**src/rtl/i2c_arbiter.sv**
```systemverilog
// i2c_arbiter: round-robin sharing of one i2c write master between two
// configuration sequencers (port 0 = HDMI TX queue, port 1 = audio codec).
// A granted request is copied into the master command registers, the master
// is started with a one-cycle pulse, and its busy flag is tracked to
// completion. A busy flag that never rises is reported as an error after
// BUSY_TIMEOUT cycles.
module i2c_arbiter #(
    parameter int BUSY_TIMEOUT = 16
) (
    input  logic       clk,
    input  logic       rst,
    input  logic       req_0,
    input  logic [6:0] address_0,
    input  logic [7:0] data0_0,
    input  logic [7:0] data1_0,
    input  logic       req_1,
    input  logic [6:0] address_1,
    input  logic [7:0] data0_1,
    input  logic [7:0] data1_1,
    output logic       grant_0,
    output logic       grant_1,
    output logic       done_0,
    output logic       done_1,
    output logic       err_0,
    output logic       err_1,
    output logic       i2c_start,
    output logic [6:0] i2c_address,
    output logic [7:0] i2c_data_0,
    output logic [7:0] i2c_data_1,
    input  logic       i2c_busy
);

    typedef enum logic [2:0] {
        IDLE,
        START,
        WAIT_BUSY,
        WAIT_DONE,
        RELEASE
    } state_t;

    // Counter value at which a still-low busy is declared a timeout.
    localparam logic [7:0] CNT_LIMIT = 8'(BUSY_TIMEOUT - 1);

    state_t     state_q, state_d;
    logic       last_grant_q, last_grant_d;
    logic [7:0] cnt_q, cnt_d;
    logic       grant_0_q, grant_0_d;
    logic       grant_1_q, grant_1_d;
    logic       done_0_q, done_0_d;
    logic       done_1_q, done_1_d;
    logic       err_0_q, err_0_d;
    logic       err_1_q, err_1_d;
    logic       start_q, start_d;
    logic [6:0] addr_q, addr_d;
    logic [7:0] dat0_q, dat0_d;
    logic [7:0] dat1_q, dat1_d;

    // Next-state and registered-output logic; pulses default low every cycle.
    always_comb begin
        state_d      = state_q;
        last_grant_d = last_grant_q;
        cnt_d        = cnt_q;
        grant_0_d    = grant_0_q;
        grant_1_d    = grant_1_q;
        done_0_d     = 1'b0;
        done_1_d     = 1'b0;
        err_0_d      = 1'b0;
        err_1_d      = 1'b0;
        start_d      = 1'b0;
        addr_d       = addr_q;
        dat0_d       = dat0_q;
        dat1_d       = dat1_q;

        case (state_q)
            IDLE: begin
                // Port 0 wins when alone or when port 1 was served last.
                if (req_0 && (!req_1 || last_grant_q)) begin
                    grant_0_d    = 1'b1;
                    last_grant_d = 1'b0;
                    addr_d       = address_0;
                    dat0_d       = data0_0;
                    dat1_d       = data1_0;
                    state_d      = START;
                end else if (req_1) begin
                    grant_1_d    = 1'b1;
                    last_grant_d = 1'b1;
                    addr_d       = address_1;
                    dat0_d       = data0_1;
                    dat1_d       = data1_1;
                    state_d      = START;
                end
            end
            START: begin
                start_d = 1'b1;
                cnt_d   = 8'd0;
                state_d = WAIT_BUSY;
            end
            WAIT_BUSY: begin
                // Busy has priority over the timeout on the limit cycle.
                if (i2c_busy) begin
                    state_d = WAIT_DONE;
                end else if (cnt_q == CNT_LIMIT) begin
                    err_0_d = grant_0_q;
                    err_1_d = grant_1_q;
                    state_d = RELEASE;
                end else begin
                    cnt_d = cnt_q + 8'd1;
                end
            end
            WAIT_DONE: begin
                // The master bounds its own transfer, so no timeout here.
                if (!i2c_busy) begin
                    done_0_d = grant_0_q;
                    done_1_d = grant_1_q;
                    state_d  = RELEASE;
                end
            end
            RELEASE: begin
                // One dead cycle so a requester's stale req is never resampled.
                grant_0_d = 1'b0;
                grant_1_d = 1'b0;
                state_d   = IDLE;
            end
            default: begin
                grant_0_d = 1'b0;
                grant_1_d = 1'b0;
                state_d   = IDLE;
            end
        endcase
    end

    // State and output registers with synchronous reset.
    always_ff @(posedge clk) begin
        if (rst) begin
            state_q      <= IDLE;
            last_grant_q <= 1'b1;
            cnt_q        <= 8'd0;
            grant_0_q    <= 1'b0;
            grant_1_q    <= 1'b0;
            done_0_q     <= 1'b0;
            done_1_q     <= 1'b0;
            err_0_q      <= 1'b0;
            err_1_q      <= 1'b0;
            start_q      <= 1'b0;
            addr_q       <= 7'd0;
            dat0_q       <= 8'd0;
            dat1_q       <= 8'd0;
        end else begin
            state_q      <= state_d;
            last_grant_q <= last_grant_d;
            cnt_q        <= cnt_d;
            grant_0_q    <= grant_0_d;
            grant_1_q    <= grant_1_d;
            done_0_q     <= done_0_d;
            done_1_q     <= done_1_d;
            err_0_q      <= err_0_d;
            err_1_q      <= err_1_d;
            start_q      <= start_d;
            addr_q       <= addr_d;
            dat0_q       <= dat0_d;
            dat1_q       <= dat1_d;
        end
    end

    assign grant_0     = grant_0_q;
    assign grant_1     = grant_1_q;
    assign done_0      = done_0_q;
    assign done_1      = done_1_q;
    assign err_0       = err_0_q;
    assign err_1       = err_1_q;
    assign i2c_start   = start_q;
    assign i2c_address = addr_q;
    assign i2c_data_0  = dat0_q;
    assign i2c_data_1  = dat1_q;

endmodule

```
**config.mk**
```make
export PLATFORM = sky130hd
export DESIGN_NAME = i2c_arbiter
export DESIGN_NICKNAME = d
export VERILOG_FILES = /design/src/rtl/i2c_arbiter.sv
export SDC_FILE = /design/constraint.sdc
export NUM_CORES = 1
export LEC_CHECK = 0
export ABC_CLOCK_PERIOD_IN_PS = 1800
export CAP_MARGIN = 5
export CORE_UTILIZATION = 34
export CTS_BUF_LIST = sky130_fd_sc_hd__clkbuf_16
export DETAILED_ROUTE_END_ITERATION = 7
export PLACE_DENSITY = 0.71
export SLEW_MARGIN = 20
export SYNTH_ARGS = -nofsm -noshare
export SYNTH_HDL_FRONTEND = slang
export SYNTH_SLANG_ARGS = --single-unit
```
**constraint.sdc**
```tcl
create_clock -name clk -period 1.8 [get_ports clk]
set_input_delay 0.18 -clock clk [delete_from_list [all_inputs] [get_ports clk]]
set_output_delay 0.18 -clock clk [all_outputs]
set_load 0.03 [all_outputs]
```
### Word level (Yosys, flattened, before mapping)

Cells that the tools add are included.

* equality and inequality tests: 12
* mux-type cells: 22
* bitwise gates (word level): 4
* $add $sub $neg: 1
* reductions and logical operators: 14

Operators by type and width (count)
* two-way mux 8 bit: 6
* one-hot mux 8 bit (2 select lines): 1
* two-way mux 3 bit: 5
* two-way mux 7 bit: 2
* inequality test 2 bit, second input constant: 6
* one-hot mux 3 bit (4 select lines): 1
* AND reduction 3 bit: 3
* adder 8 x 1 -> 8 bit, second input constant: 1
* == test 8 x 4 -> 1 bit, second input constant: 1
* == test 3 x 2 -> 1 bit, second input constant: 2
* inequality test 3 bit, second input constant: 2
* OR reduction 3 bit: 2
* two-way mux 1 bit: 5
* inverter 1 bit: 4
* one-hot mux 1 bit (2 select lines): 2
* AND reduction 2 bit: 2
* nonzero test 2 bit: 2
* OR reduction 4 bit: 1
* == test 3 x 1 -> 1 bit, second input constant: 1
* logical NOT 3 bit: 1
* logical AND 1 bit: 1
* logical NOT 1 bit: 1
* logical OR 1 bit: 1

* word-level logic and storage cells: 66
* input port bits: 51
* bits in registers: 42

### Longest topological paths before layout

Gate-level depths: netlist of the first run.

* depth after elaboration: 5
* depth in mapped cells: 7
* depth with buffers taken out: 5

### Least setup slack after synthesis of the first run

Ideal clock, no wire load.

* path type: register to register
* start point: register cnt_q[4]
* end point: register cnt_q[0]
* path buffers: 1
* cell stages (with the launch flop): 6
* slack: 0.168 ns
* arrival: 1.567 ns
* setup time: 0.065 ns
* cells stage by stage: dfxtp_1 > or4_1 > clkbuf_1 > o21ai_2 > mux2_1 > nor2_1

* cells in the longest elaborated chain, start to end: 3

RTL lines
* from (decl): RTL line 46 `logic [7:0] cnt_q, cnt_d;`
* from (signal assigned): RTL line 151 `cnt_q <= cnt_d;`
* == test 8 x 4 -> 1 bit: RTL line 102 `end else if (cnt_q == CNT_LIMIT) begin`
* inequality test 2 bit (no source line)
* AND reduction 3 bit (no source line)

Every way passes these cells.
A chain may end at the register's enable or synchronous reset.

### Worst setup path after layout of the first run

Ends and elaborated chain as after synthesis.

==> flow_summary.ini, run 1 <==
[routing]
routed_wl_mm = 5.10
routedWlPerCell_um = 13.4
first_pass_iters = 6
via_per_inst = 5.10
drt_iter0_markers = 103
antenna_left = 0
drcViolationCount = 0
num_vias = 1938

[die]
die-height_um = 76.5
start_util_pct = 36.1
num_rows = 26
ios = 81
core_um2 = 5240
die_w_um = 76.5
die_area_um2 = 5860

[clocking]
cts_tree = yes
max-clock-path-buffers = 2
cts-buffers-inserted = 5
root_buffer = clkbuf_16
ctsHoldBuffers = 0
cts_sinks = 42
htreeDepth = 2
insertion_delay_ns = 0.27
post_cts_resized = 0
clk_pin_slew_ns = 0.06
post_cts_buffers = 0

[placed_design]
io_buffers = 80
place_area_um2 = 2840
hpwl_mm = 3.58
gp_congestion = 0.770

[worst_setup_path]
worst_path_largest_cell_delay_ns = 0.58
crit_chain = or4_4 -> o21ai_2 -> buf_4 -> mux2_1 -> nor2_1
worst-r2r-cell-count = 5
crit_cells = 5
crit_required_ns = 2.01
worst_path_max_delay_cell = or4_4
arrival_ns = 1.88
crit_path_start_kind = flop
endpoint_kind = flop
cp_top_family = simple AND/OR/NAND/NOR gates
r2r_end = cnt_q[0]
path_max_fanout = 5
regToRegStartpoint = cnt_q[4]
regToRegSetupSlack_ns = 0.13
cp_num_buf_inv = 1
path_class = flop to flop

[timing]
tns_ns = 0
max_clock_freq_ghz = 0.600
worst_pin_slew_ns = 0.475
skew_ns = 0.00307
hold_viol_final = 0
setup_viol = 0
fin_crit_sh_pct = 92.6
rsz0062_at_grt = false
fin_crit_ns = 1.67
relSlewSlack_pct = 68.3
final_max_slew_viol_count = 0

[cells_and_area]
filler_cell_count = 488
final_nets = 362
regArea_um2 = 841
drive_gt1_share_pct = 8.39
multiInputGateArea_um2 = 968
fin_area_um2 = 2970
diodes = 0
syn2layout_area_growth_pct = 57.4

[synthesis]
synth_most_common_cell = dfxtp_1
syn_inst = 229
synth-edff-count = 0
yosysWarnings = 0
synth_seq_cells = 42
synth_common_cells = dfxtp_1, nand2_1, nor2_1, nand3_1, a311oi_1
syn_area_um2 = 1890
synth.net_count = 281
ys_seq_area_share_pct = 44.5
synthTopCellsByArea = dfxtp_1, a311oi_1, nand2_1, nand3_1, nor2_1
netlist.area_leader.share_pct = 44.5
synth_flop_cell = dfxtp_1
synth_cell_types = 38
yosys.area.top_type = dfxtp_1
synthArstFlopShare_pct = 0
synth.avg_cell_area_um2 = 8.25

[power]
p_int_mw = 2.15
p_clk_share_pct = 25.0
powerDensity_nw_per_um2 = 1100
p_leak_nw = 1.12
peakVddDrop_mv = 0.564
p_sw_share_pct = 34.1
pwr-share-comb_pct = 38.1
pwr-share-seq_pct = 36.8
power_switching_mw = 1.12

[run]
cap_violations = 0

[global_routing]
grt_max_degree = 47
grt_pass1_wl_mm = 8.22
grt_overflow = 0
grt_pass1_vias = 1761
track_usage_pct = 17.5
antenna_found_initial = 0

[hold_path]
holdPathEnd = i2c_data_1[0]
hold_start = data1_1[0]
min_delay_path_depth = 3
hold_path.class = input port to flop

[outcome]
status = complete, no violations
==> stage by stage <==
step                      worst slack [ns]  cells  hold WS [ns]  util (%)  total power, mW
after floorplan                      0.168    229         0.325         -             1.95
after global placement              0.0880    373         0.459      54.2             2.46
after detailed placement            0.0604    373         0.487      54.2             2.47
after CTS                           0.0721    380         0.468      56.7             3.30
after global routing                0.0427    380         0.488      56.8             3.44
final                                0.133    380         0.475      56.8             3.27
==> power groups by stage <==
| stage | combinational (mW) | sequential, mW | clock (mW) |
|---|---|---|---|
| 2_1_floorplan | 0.482 | 1.46 | 0 |
| 3_5_place_dp | 1.25 | 1.22 | 0 |
| 3_3_place_gp | 1.24 | 1.22 | 0 |
| 6_report | 1.25 | 1.20 | 0.818 |
| 4_1_cts | 1.26 | 1.20 | 0.841 |
| 5_1_grt | 1.34 | 1.23 | 0.877 |
==> per-layer routing <==
metal	vias to the layer above	routed length, um	GRT usage [%]
li1	985	-	-
met4	0	107	7.69
met3	9	310	3.95
met5	-	0	0
met1	874	2370	21.7
met2	70	2310	28.9
==> cell families after synthesis <==
logic type               share of synthesized area, %
AO/OA/AOI/OAI                                    16.8
XOR/XNOR                                         1.39
adder cells (fa/ha/maj)                         0.662
buffers and inverters                            4.57
flip-flops                                       44.5
multiplexers                                     1.13
AND/OR/NAND/NOR                                  31.0
==> placed cells by master, fill, tap and decap left out, types with 2 or more instances in the layout <==
cell type	n
clkbuf_16	5
o211ai_1	2
a21oi_1	7
or4_1	2
a311oi_1	23
buf_12	3
dfxtp_1	42
nand2b_1	4
nor2_1	33
nor3_1	3
nand2_1	34
and2_1	2
and3_1	3
clkdlybuf4s50_1	80
xor2_1	3
buf_4	11
inv_1	2
nand3_1	25
a31oi_1	3
nor4b_1	2
==> worst max-delay path by stage <==
| stage | slack, ns | endpoint | from |
|---|---|---|---|
| 6_report | 0.13 | cnt_q[0] | cnt_q[4] |
| 4_1_cts | 0.07 | cnt_q[3] | cnt_q[4] |
| 3_5_place_dp | 0.06 | cnt_q[1] | i2c_busy |
| 2_1_floorplan | 0.17 | cnt_q[0] | cnt_q[4] |
| 5_1_grt | 0.04 | cnt_q[0] | cnt_q[4] |
| 3_3_place_gp | 0.09 | cnt_q[1] | i2c_busy |
==> cell type report <==
cell class,instances,share of cell area [%]
Timing Repair Buffer,94,31.7
Tap cell,70,2.95
Clock buffer,5,4.21
Clock inverter,2,0.253
Sequential cell,42,28.3
Multi-Input combinational cell,167,32.6
==> registers in the layout, indices dropped and copies added (netlist names) <==
name / count
i2c_data_0: 8
i2c_data_1: 8
grant_0: 1
cnt_q: 8
i2c_start: 1
err_0: 1
err_1: 1
grant_1: 1
state_q: 3
last_grant_q: 1
i2c_address: 7
done_0: 1
done_1: 1
==> worst reg2reg max path: cells and delay by family (launching register included) <==
kind	cells	cell delay, ns
buf+inv	1	0.14
compound gates	1	0.17
simple gates	2	0.66
mux	1	0.31
flops	1	0.34
Note: power is estimated with default switching activity, not from simulation.
==> inputs of run 2 (changes only) <==
--- a/config.mk
+++ b/config.mk
@@ -7,8 +7,10 @@
 export LEC_CHECK = 0
 export ABC_CLOCK_PERIOD_IN_PS = 1800
 export CAP_MARGIN = 5
+export CORE_MARGIN = 1.5
 export CORE_UTILIZATION = 34
 export CTS_BUF_LIST = sky130_fd_sc_hd__clkbuf_16
+export CTS_CLUSTER_DIAMETER = 50
 export DETAILED_ROUTE_END_ITERATION = 7
 export PLACE_DENSITY = 0.71
 export SLEW_MARGIN = 20
==> run 2 against run 1 <==
Die area rose by 2.6%; worst setup slack got worse by 0.019 ns; clock power rose by 3.3%; cell area fell by 0.29%; critical path type unchanged; critical endpoint is now cnt_q[7]; largest cell class unchanged; highest routed layer unchanged.
==> flow_summary.ini, run 2 (same netlist as run 1, synthesis figures left out) <==
[placed_design]
hpwl_mm = 3.75
gp_congestion = 0.822
place_ws_ns = 0.0362
io_buffers = 80

[hold_path]
holdPathEnd = i2c_data_0[7]
hold_start = data0_1[7]
hold_path.class = input port to flop
min_delay_path_depth = 3

[timing]
worst_pin_slew_ns = 0.334
max_clock_freq_ghz = 0.593
rsz0062_at_grt = false
fin_crit_sh_pct = 93.6
holdWs_ns = 0.473
setup_viol = 0
skew_ns = 0.00515
hold_viol_final = 0
relSlewSlack_pct = 77.5
tns_ns = 0
fin_crit_ns = 1.69
final_max_slew_viol_count = 0
finalWorstSetupSlack_ns = 0.114

[worst_setup_path]
crit_path_start_kind = flop
path_class = flop to flop
endpoint_kind = flop
crit_required_ns = 1.96
r2r_end = cnt_q[7]
path_max_fanout = 5
arrival_ns = 1.84
regToRegSetupSlack_ns = 0.11
worst-r2r-cell-count = 5
regToRegStartpoint = cnt_q[4]

[outcome]
status = complete, no violations

[global_routing]
grt_max_degree = 47
grt_overflow = 0
grt_pass1_vias = 1820
antenna_found_initial = 0
track_usage_pct = 16.8
grt_pass1_wl_mm = 8.07

[clocking]
cts_tree = yes
post_cts_resized = 0
htreeDepth = 2
ctsHoldBuffers = 0
post_cts_buffers = 0
cts_sinks = 42
insertion_delay_ns = 0.28
cts-buffers-inserted = 5
clk_pin_slew_ns = 0.06
root_buffer = clkbuf_16
max-clock-path-buffers = 2

[power]
powerDensity_nw_per_um2 = 1110
p_leak_nw = 1.12
peakVddDrop_mv = 0.801

[die]
core_um2 = 5240
ios = 81
start_util_pct = 36.1
die_w_um = 77.5
die_area_um2 = 6010
die-height_um = 77.5
num_rows = 26

[routing]
first_pass_iters = 4
num_vias = 1973
antenna_left = 0
routedWlPerCell_um = 13.3
drcViolationCount = 0
via_per_inst = 5.15
routed_wl_mm = 5.10
drt_iter0_markers = 127

[cells_and_area]
utilization_pct = 56.6
multiInputGateArea_um2 = 965
final_common_cell = clkdlybuf4s50_1
final_cell_mix = clkdlybuf4s50_1, dfxtp_1, nand2_1
regArea_um2 = 841
syn2layout_area_growth_pct = 56.9
final_nets = 364
drive_gt1_share_pct = 8.95
filler_cell_count = 485
diodes = 0

[run]
cap_violations = 0
run 2: cell types whose count changed in the layout (fill, tap and decap cells not counted), sizes merged:
cell / change
buf: +2
clkinv: +2
inv: -1
run 2: power breakdown:
group	leakage (nW)	switching [mW]	internal (mW)	total (mW)
logic	0.703	0.681	0.572	1.25
registers	0.345	0.104	1.09	1.19
clock network	0.0724	0.344	0.501	0.845
run 2: final cells by class:
cell class / count / share of cell area (%)
repair buffers: 96 / 31.5
clock buffers: 5 / 4.22
flip-flops and latches: 42 / 28.4
well taps: 70 / 2.95
multi-input cells: 167 / 32.5
clock inverters: 3 / 0.422
run 2: worst max path at each step:
stage                     startpoint            end  slack (ns)  cells past startpoint
after floorplan             cnt_q[4]       cnt_q[0]        0.17                      5
after global placement      i2c_busy       cnt_q[1]        0.06                      6
after detailed placement    i2c_busy       cnt_q[1]        0.04                      6
after CTS                   cnt_q[4]       cnt_q[7]         0.1                      5
after global routing      state_q[0]  i2c_data_1[4]      0.0005                      6
final                       cnt_q[4]       cnt_q[7]        0.11                      5
run 2: per-stage QoR:
step	instances	cell area [um^2]	total power, mW
CTS	383	2960	3.32
detailed placement	375	2830	2.48
floorplan	229	1890	1.95
global route	383	2960	3.47
finish	383	2960	3.29
global placement	375	2830	2.46
run 2: per-layer routing:
layer | share of wire (%) | global-route usage [%] | vias to the layer above
li1 | - | - | 990
met1 | 43 | 20.1 | 911
met2 | 48 | 28.2 | 66
met3 | 7.1 | 5.29 | 6
met4 | 1.6 | 6.18 | 0
met5 | 0 | 0 | -
run 2: critical path, stage by stage, from the launching register on:
cell and delay (ns):
dfxtp_1 0.34, or4_1 0.58, buf_4 0.19, o211ai_2 0.24, nor3_1 0.09, mux2i_1 0.13
